==> src/rtl/cordic_pkg.sv <==
// Shared definitions for the CORDIC control slice.
// Holds the controller state encoding and the default configuration
// constants used by the sequencer and the arctangent ROM beside it.
package cordic_pkg;

    // Default number of micro-rotations per operation.
    localparam int CORDIC_N_ITER = 16;

    // Default address width of the arctangent ROM.
    localparam int CORDIC_ROM_AW = 10;

    // Controller states: wait for a request, capture operands,
    // run the micro-rotations, then present the result.
    typedef enum logic [1:0] {
        ST_IDLE = 2'd0,
        ST_LOAD = 2'd1,
        ST_ITER = 2'd2,
        ST_OUT  = 2'd3
    } cordic_state_e;

endpackage : cordic_pkg

==> src/rtl/cordic_ctrl.sv <==
// CORDIC iteration sequencer.
// Steps an external datapath through LOAD, N_ITER micro-rotations and a
// result hand-off, and drives the address of a synchronous-read arctangent
// ROM one entry ahead of the iteration that consumes it.
// Optional feature: define CORDIC_CTRL_ABORT_EN to add the abort input,
// which cancels an operation in flight and returns the sequencer to IDLE.
module cordic_ctrl
    import cordic_pkg::*;
#(
    parameter int N_ITER = CORDIC_N_ITER,
    parameter int AW     = CORDIC_ROM_AW,
    parameter int BASE   = 0,
    localparam int KW    = $clog2(N_ITER)
) (
    input  logic          clk,
    input  logic          rst,
    input  logic          start,
    output logic          ready,
    output logic          load,
    output logic [AW-1:0] rom_addr,
    output logic          iter_en,
    output logic [KW-1:0] iter_idx,
    output logic          out_valid,
    input  logic          out_ready,
`ifdef CORDIC_CTRL_ABORT_EN
    input  logic          abort,
`endif
    output logic          busy
);

    // ROM address used while iteration k runs: the entry for k+1 is
    // fetched so it arrives in time, clamped at the last table entry.
    function automatic logic [AW-1:0] iter_addr(input logic [KW-1:0] k);
        logic [31:0] step;
        step = {{(32-KW){1'b0}}, k} + 32'd1;
        if (step > 32'(N_ITER - 1)) begin
            step = 32'(N_ITER - 1);
        end else begin
            step = step;
        end
        return AW'(32'(BASE) + step);
    endfunction

    cordic_state_e state_r;
    cordic_state_e state_nxt_s;
    logic [KW-1:0] k_r;
    logic [KW-1:0] k_nxt_s;
    logic          abort_s;

    logic          ready_nxt_s;
    logic          load_nxt_s;
    logic          iter_en_nxt_s;
    logic          out_valid_nxt_s;
    logic          busy_nxt_s;
    logic [AW-1:0] rom_addr_nxt_s;

    logic          ready_r;
    logic          load_r;
    logic          iter_en_r;
    logic          out_valid_r;
    logic          busy_r;
    logic [AW-1:0] rom_addr_r;

`ifdef CORDIC_CTRL_ABORT_EN
    assign abort_s = abort;
`else
    assign abort_s = 1'b0;
`endif

    // Next-state and iteration-counter logic; abort beats every other exit.
    always_comb begin
        state_nxt_s = state_r;
        k_nxt_s     = k_r;
        unique case (state_r)
            ST_IDLE: begin
                k_nxt_s = {KW{1'b0}};
                if (start) begin
                    state_nxt_s = ST_LOAD;
                end else begin
                    state_nxt_s = ST_IDLE;
                end
            end
            ST_LOAD: begin
                k_nxt_s = {KW{1'b0}};
                if (abort_s) begin
                    state_nxt_s = ST_IDLE;
                end else begin
                    state_nxt_s = ST_ITER;
                end
            end
            ST_ITER: begin
                if (abort_s) begin
                    state_nxt_s = ST_IDLE;
                    k_nxt_s     = {KW{1'b0}};
                end else if (k_r == KW'(N_ITER - 1)) begin
                    state_nxt_s = ST_OUT;
                    k_nxt_s     = {KW{1'b0}};
                end else begin
                    state_nxt_s = ST_ITER;
                    k_nxt_s     = k_r + {{(KW-1){1'b0}}, 1'b1};
                end
            end
            ST_OUT: begin
                k_nxt_s = {KW{1'b0}};
                if (abort_s || out_ready) begin
                    state_nxt_s = ST_IDLE;
                end else begin
                    state_nxt_s = ST_OUT;
                end
            end
            default: begin
                state_nxt_s = ST_IDLE;
                k_nxt_s     = {KW{1'b0}};
            end
        endcase
    end

    // Output values for the upcoming state, so every output leaves a flop.
    always_comb begin
        ready_nxt_s     = 1'b0;
        load_nxt_s      = 1'b0;
        iter_en_nxt_s   = 1'b0;
        out_valid_nxt_s = 1'b0;
        busy_nxt_s      = 1'b1;
        rom_addr_nxt_s  = AW'(BASE);
        unique case (state_nxt_s)
            ST_IDLE: begin
                ready_nxt_s = 1'b1;
                busy_nxt_s  = 1'b0;
            end
            ST_LOAD: begin
                load_nxt_s = 1'b1;
            end
            ST_ITER: begin
                iter_en_nxt_s  = 1'b1;
                rom_addr_nxt_s = iter_addr(k_nxt_s);
            end
            ST_OUT: begin
                out_valid_nxt_s = 1'b1;
            end
            default: begin
                ready_nxt_s = 1'b1;
                busy_nxt_s  = 1'b0;
            end
        endcase
    end

    // State, counter and output registers; reset drops straight to IDLE.
    always_ff @(posedge clk or posedge rst) begin
        if (rst) begin
            state_r     <= ST_IDLE;
            k_r         <= {KW{1'b0}};
            ready_r     <= 1'b1;
            load_r      <= 1'b0;
            iter_en_r   <= 1'b0;
            out_valid_r <= 1'b0;
            busy_r      <= 1'b0;
            rom_addr_r  <= AW'(BASE);
        end else begin
            state_r     <= state_nxt_s;
            k_r         <= k_nxt_s;
            ready_r     <= ready_nxt_s;
            load_r      <= load_nxt_s;
            iter_en_r   <= iter_en_nxt_s;
            out_valid_r <= out_valid_nxt_s;
            busy_r      <= busy_nxt_s;
            rom_addr_r  <= rom_addr_nxt_s;
        end
    end

    // The counter is zero outside ITER, so it doubles as the shift index.
    assign iter_idx  = k_r;
    assign ready     = ready_r;
    assign load      = load_r;
    assign iter_en   = iter_en_r;
    assign out_valid = out_valid_r;
    assign busy      = busy_r;
    assign rom_addr  = rom_addr_r;

endmodule : cordic_ctrl
==> config.mk <==
export PLATFORM = sky130hd
export DESIGN_NAME = cordic_ctrl
export DESIGN_NICKNAME = d
export VERILOG_FILES = /design/src/rtl/cordic_pkg.sv /design/src/rtl/cordic_ctrl.sv
export SDC_FILE = /design/constraint.sdc
export NUM_CORES = 1
export LEC_CHECK = 0
export ABC_AREA = 1
export BUFFER_PORTS_ARGS = -buffer_cell sky130_fd_sc_hd__buf_2
export CORE_MARGIN = 2
export CORE_UTILIZATION = 50
export DETAILED_ROUTE_END_ITERATION = 16
export PLACE_DENSITY_LB_ADDON = 0.1
export RECOVER_POWER = 25
export SLEW_MARGIN = 20
export SYNTH_ARGS = -nofsm -noshare
export SYNTH_HDL_FRONTEND = slang
export SYNTH_SLANG_ARGS = --single-unit
export TNS_END_PERCENT = 5
==> constraint.sdc <==
create_clock -name clk -period 3.1 [get_ports clk]
set_input_delay 0.465 -clock clk [delete_from_list [all_inputs] [get_ports clk]]
set_output_delay 0.465 -clock clk [all_outputs]
set_load 0.05 [all_outputs]
=== Word level (Yosys, flattened, before mapping) ===
Index checks and enable logic that the tools add are counted.

* $add $sub $neg: 2
* Magnitude comparators: 1
* Eq/ne operators: 7
* Muxes and demuxes: 13
* Reduce and logical (&&, ||, !) cells: 3

{| class="wikitable"
|+ Operators by type and width
! kind !! count
|-
| 5-bit 2-to-1 mux || 2
|-
| 2-bit == test, second input constant || 4
|-
| 2-bit case mux with 4 select lines || 1
|-
| 4-bit case mux with 2 select lines || 1
|-
| 1-bit 2-to-1 mux || 7
|-
| 4-bit by 1-bit adder with 5-bit output, second input constant || 1
|-
| 5-bit by 4-bit > comparator with 1-bit output, second input constant || 1
|-
| 4-bit by 1-bit adder with 4-bit output, second input constant || 1
|-
| 2-bit by 1-bit == test with 1-bit output, second input constant || 2
|-
| 4-bit == test, second input constant || 1
|-
| 2-bit logical NOT || 2
|-
| 4-bit 2-to-1 mux || 1
|-
| 3-bit OR reduction || 1
|-
| 2-bit 2-to-1 mux || 1
|}

* Register bits: 21
* Input bits: 4
* Output and inout port bits: 19
* Word-level logic and storage cells: 34

=== Depth between registers and ports, before layout ===
* Word-level depth: 7
* Depth in mapped cells: 13
* Depth with buffers taken out: 13

=== Least setup slack after synthesis ===
Ideal clock, no wire load.

* Path type: register to register
* From: register k_r[0], in the netlist iter_idx[0]
* To: register rom_addr_r[1], in the netlist rom_addr[1]
* Setup time: 0.063 ns
* Arrival time: 1.983 ns
* Required time: 3.037 ns
* Slack: 1.054 ns
* Stages on the path, launching flop included: 11
* Buffers on the path: 0
* Clock period less this slack: 2.046 ns
* Cells stage by stage: dfrtp_1 > ha_1 > inv_1 > nor2_1 > ha_1 > or2_2 > nor2_1 > nand2_1 > nand3_1 > nand2_1 > inv_1

* Cells in the longest elaborated chain, start to end: 7
* Elaborated cells between the ends (all ways): 11
* Those cells by class: add/sub: 2; order compare: 1; eq/ne: 2; mux: 6

{| class="wikitable"
|+ Ends and longest elaborated chain
! item !! RTL line !! source
|-
| start: declaration || cordic_ctrl.sv:46 || <nowiki>logic [KW-1:0] k_r;</nowiki>
|-
| start signal: assignment || cordic_ctrl.sv:152 || <nowiki>k_r <= {KW{1'b0}};</nowiki>
|-
| start signal: assignment || cordic_ctrl.sv:161 || <nowiki>k_r <= k_nxt_s;</nowiki>
|-
| 4-bit by 1-bit adder with 4-bit output / 4-bit == test (equally long branches) || cordic_ctrl.sv:100, cordic_ctrl.sv:95 ||
|-
| 4-bit 2-to-1 mux * || cordic_ctrl.sv:95 || <nowiki>end else if (k_r == KW'(N_ITER - 1)) begin</nowiki>
|-
| 4-bit case mux with 2 select lines * || cordic_ctrl.sv:74 || <nowiki>unique case (state_r)</nowiki>
|-
| via k_nxt_s[1] || cordic_ctrl.sv:47 || <nowiki>logic [KW-1:0] k_nxt_s;</nowiki>
|-
| 4-bit by 1-bit adder with 5-bit output * || cordic_ctrl.sv:35 || <nowiki>step = {{(32-KW){1'b0}}, k} + 32'd1;</nowiki>
|-
| 5-bit by 4-bit > comparator with 1-bit output || cordic_ctrl.sv:36 || <nowiki>if (step > 32'(N_ITER - 1)) begin</nowiki>
|-
| 5-bit 2-to-1 mux * || cordic_ctrl.sv:36 ||
|-
| 5-bit 2-to-1 mux * || cordic_ctrl.sv:126 || <nowiki>unique case (state_nxt_s)</nowiki>
|-
| via rom_addr_nxt_s[1] || cordic_ctrl.sv:55 || <nowiki>logic [AW-1:0] rom_addr_nxt_s;</nowiki>
|-
| end signal: assignment || cordic_ctrl.sv:158 || <nowiki>rom_addr_r <= AW'(BASE);</nowiki>
|-
| end signal: assignment || cordic_ctrl.sv:167 || <nowiki>rom_addr_r <= rom_addr_nxt_s;</nowiki>
|-
| end: declaration || cordic_ctrl.sv:62 || <nowiki>logic [AW-1:0] rom_addr_r;</nowiki>
|}

The timed path passes the listed nets; every way through them passes the cells marked *.

=== Worst setup path in the final report ===
* From: register k_r[0], in the netlist iter_idx[0]
* To: register rom_addr_r[2], in the netlist rom_addr[2]

Same word-level chain as after synthesis.

==> qor.csv <==
stage,metric,value,unit
run_status,status,finished clean,
setup_path,Bufs and invs on worst path,2,
global_route,GRT Residual Overflow,0,
finish,ant diodes,0,
clocking,CTS tree,done,
power,Reg power frac,33.4,%
clocking,Num CTS Buffers,3,
placed_design,Post-Place Worst Slack,1.210,ns
setup_path,CP Cell Sequence,"ha_1, inv_1, nor2_1, ha_1, or2_2, nor2_1, nand2_1, nand3_1, nand2_1, inv_1",
floorplan,row count,14,
power,PD cells,1051,nW/um2
power,combinational fraction of design power,52.5,%
setup_path,CP max FO,5,
setup_path,crit path kind,register to register,
job,Max-Cap Viols,0,
setup_path,startpoint types,register,
placed_design,HPWL Detailed,931,um
setup_path,CP Capture Type,register,
clocking,deepest clock path buffer count,2,
clocking,post-CTS resize count,0,
logic_synthesis,sequential share of the synthesized area,51.61,%
logic_synthesis,"Top FF cell, synth",dfrtp_1,
clocking,Hold Buf Count CTS,0,
power,internal power,0.4734,mW
finish,"commonest non-fill, non-tap cell in the layout",buf_2,
route,Routed wire per std cell,9.712,um
route,Initial DRC Count,1,
sta,Final Skew,0.001210,ns
clocking,clock-pin slew on the worst setup and hold paths,0.09,ns
clocking,later-pin clock latency in the skew report,0.28,ns
finish,Final Core Density,60.50,%
route,detailed-route via count,549,
finish,fraction of layout cells with a size suffix above 1,37.25,%
finish,Layout Nets,110,
sta,Hold Slack,0.2296,ns
power,clock power share,14.1,%
clocking,Post-CTS Setup Bufs,0,
setup_path,Crit path required time,3.33,ns
clocking,number of H-tree levels,1,
sta,final hold violation count,0,
logic_synthesis,Mean Syn Cell Area,9.608,um2
clocking,Clock Sinks,16,
sta,fin crit share,60.67,%
logic_synthesis,synthesized area,778.2,um2
logic_synthesis,Post-Syn Instances,81,
sta,RSZ-0062 raised after global routing,no,
power,Pwr Total,0.9466,mW
setup_path,R2R setup slack,1.22,ns
hold_path,HP Class,input port to asynchronous set/reset pin,
setup_path,Top delay family on crit path,simple AND/OR/NAND/NOR gates,
logic_synthesis,Synth Register Bits,16,
global_route,initial antenna violation count,0,
setup_path,crit path max-delay cell type,dfrtp_1,
finish,most frequent cells in the layout,"17 x buf_2, 15 x dfrtp_1, 13 x nand2_1, 12 x inv_1, 7 x nand3_1",
power,Net Sw Power,0.4733,mW
sta,Max Fclk,531.7,MHz
setup_path,CP arrival,2.11,ns
floorplan,Die Wd,43.45,um
power,leakage,0.5231,nW
global_route,GR Util All Layers,13.12,%
finish,fin area,900.9,um2
route,Vias per Instance,4.653,
sta,worst relative slew slack,61.40,%
sta,fin crit period,1.881,ns
global_route,first-pass GRT wire length,1863,um
floorplan,initial core utilization,52.27,%
floorplan,Core Area,1489,um2
logic_synthesis,Async SR Flop Fraction,100.0,%
logic_synthesis,Cell variety after synth,22,
sta,max-slew violations,0,
placed_design,placed inst area,864.6,um2
route,WL final,1146,um
logic_synthesis,Synth warnings,0,
route,# DRC,0,
route,Initial DRT Pass Iterations,4,
finish,P&R area growth vs syn,15.76,%
floorplan,die height,43.45,um
logic_synthesis,"EDFF count, synth",0,
clocking,root buf cell,clkbuf_4,
sta,Setup-failing EPs final,0,
placed_design,I/O Buffers,17,
placed_design,Final Wtd Congestion,0.8498,
global_route,largest net degree at the start of global routing,17,
power,Switching Fraction,49.99,%
route,post-detailed-route count of antenna-violating nets,0,
sta,PnR worst setup slack,1.219,ns
power,VDD IR max,549.9,uV
global_route,vias in the first global route,482,
finish,Layout Cells excl Fill,118,
sta,Setup TNS Final,0,ns
placed_design,placed insts,114,
floorplan,die area,1888,um2
setup_path,Worst path max stage delay,0.42,ns
floorplan,Boundary Pins,23,
sta,Slew @ Worst Pin,0.5784,ns
final timing paths:
check                             from          end  cells past startpoint
max reg2reg                iter_idx[0]  rom_addr[2]                     10
max in group asynchronous          rst        ready                      2
min in group clk                 start         load                      2
min                                rst  rom_addr[3]                      2
max                        iter_idx[0]  rom_addr[2]                     10
min reg2reg                 state_r[1]         load                      1
cell type report:
| class | count | area [um2] |
|---|---|---|
| Multi-Input combinational cell | 49 | 296.5 |
| Tap cell | 16 | 20.02 |
| Inverter | 16 | 61.31 |
| Clock buffer | 4 | 36.28 |
| Fill cell | 130 | 588.1 |
| Timing Repair Buffer | 17 | 85.08 |
| Sequential cell | 16 | 401.6 |
worst reg2reg max path, delay by kind of cell, from the launching register on:
kind	cells	cell delay, ns
buffers and inverters	2	0.11
flip-flops	1	0.42
adder cells (fa/ha/maj)	2	0.56
AND/OR/NAND/NOR	6	0.73
flip-flops by register name (all words and copies together), names as in the netlist:
name,flops
iter_idx,4
ready,1
out_valid,1
busy,1
iter_en,1
state_r,2
load,1
rom_addr,5
cells in the mapped netlist (2+ instances only):
master | instances | area share [%]
nor2_4 | 3 | 4.3
inv_2 | 3 | 1.4
nand3_2 | 3 | 3.9
nand4_1 | 2 | 1.6
nor2_2 | 2 | 1.6
nand2_1 | 13 | 6.3
inv_1 | 12 | 5.8
nand3_1 | 7 | 4.5
buf_4 | 5 | 4.8
nor2_1 | 3 | 1.4
ha_1 | 3 | 4.8
dfrtp_1 | 15 | 48
metal layers:
metal,track usage [%],vias to the layer above,wire [um]
li1,-,282,-
met1,16.03,257,507
met3,2.500,0,48
met4,5.455,0,0
met2,22.69,10,591
met5,0,-,0
cell families after synthesis:
family | synth area share (%)
and+or+nand+nor | 27.65
buffers and inverters | 12.70
DFF | 51.61
AOI/OAI and AO/OA | 2.733
adders and majority gates | 4.824
other | 0.4819
power by group through the flow:
stage / sequential [mW] / combinational, mW / clock, mW
after floorplan: 0.500 / 0.234 / 0
after global placement: 0.319 / 0.500 / 0
after detailed placement: 0.321 / 0.504 / 0
after CTS: 0.317 / 0.505 / 0.138
after global routing: 0.325 / 0.542 / 0.145
final: 0.316 / 0.497 / 0.134
(Power assumes the default switching activity.)
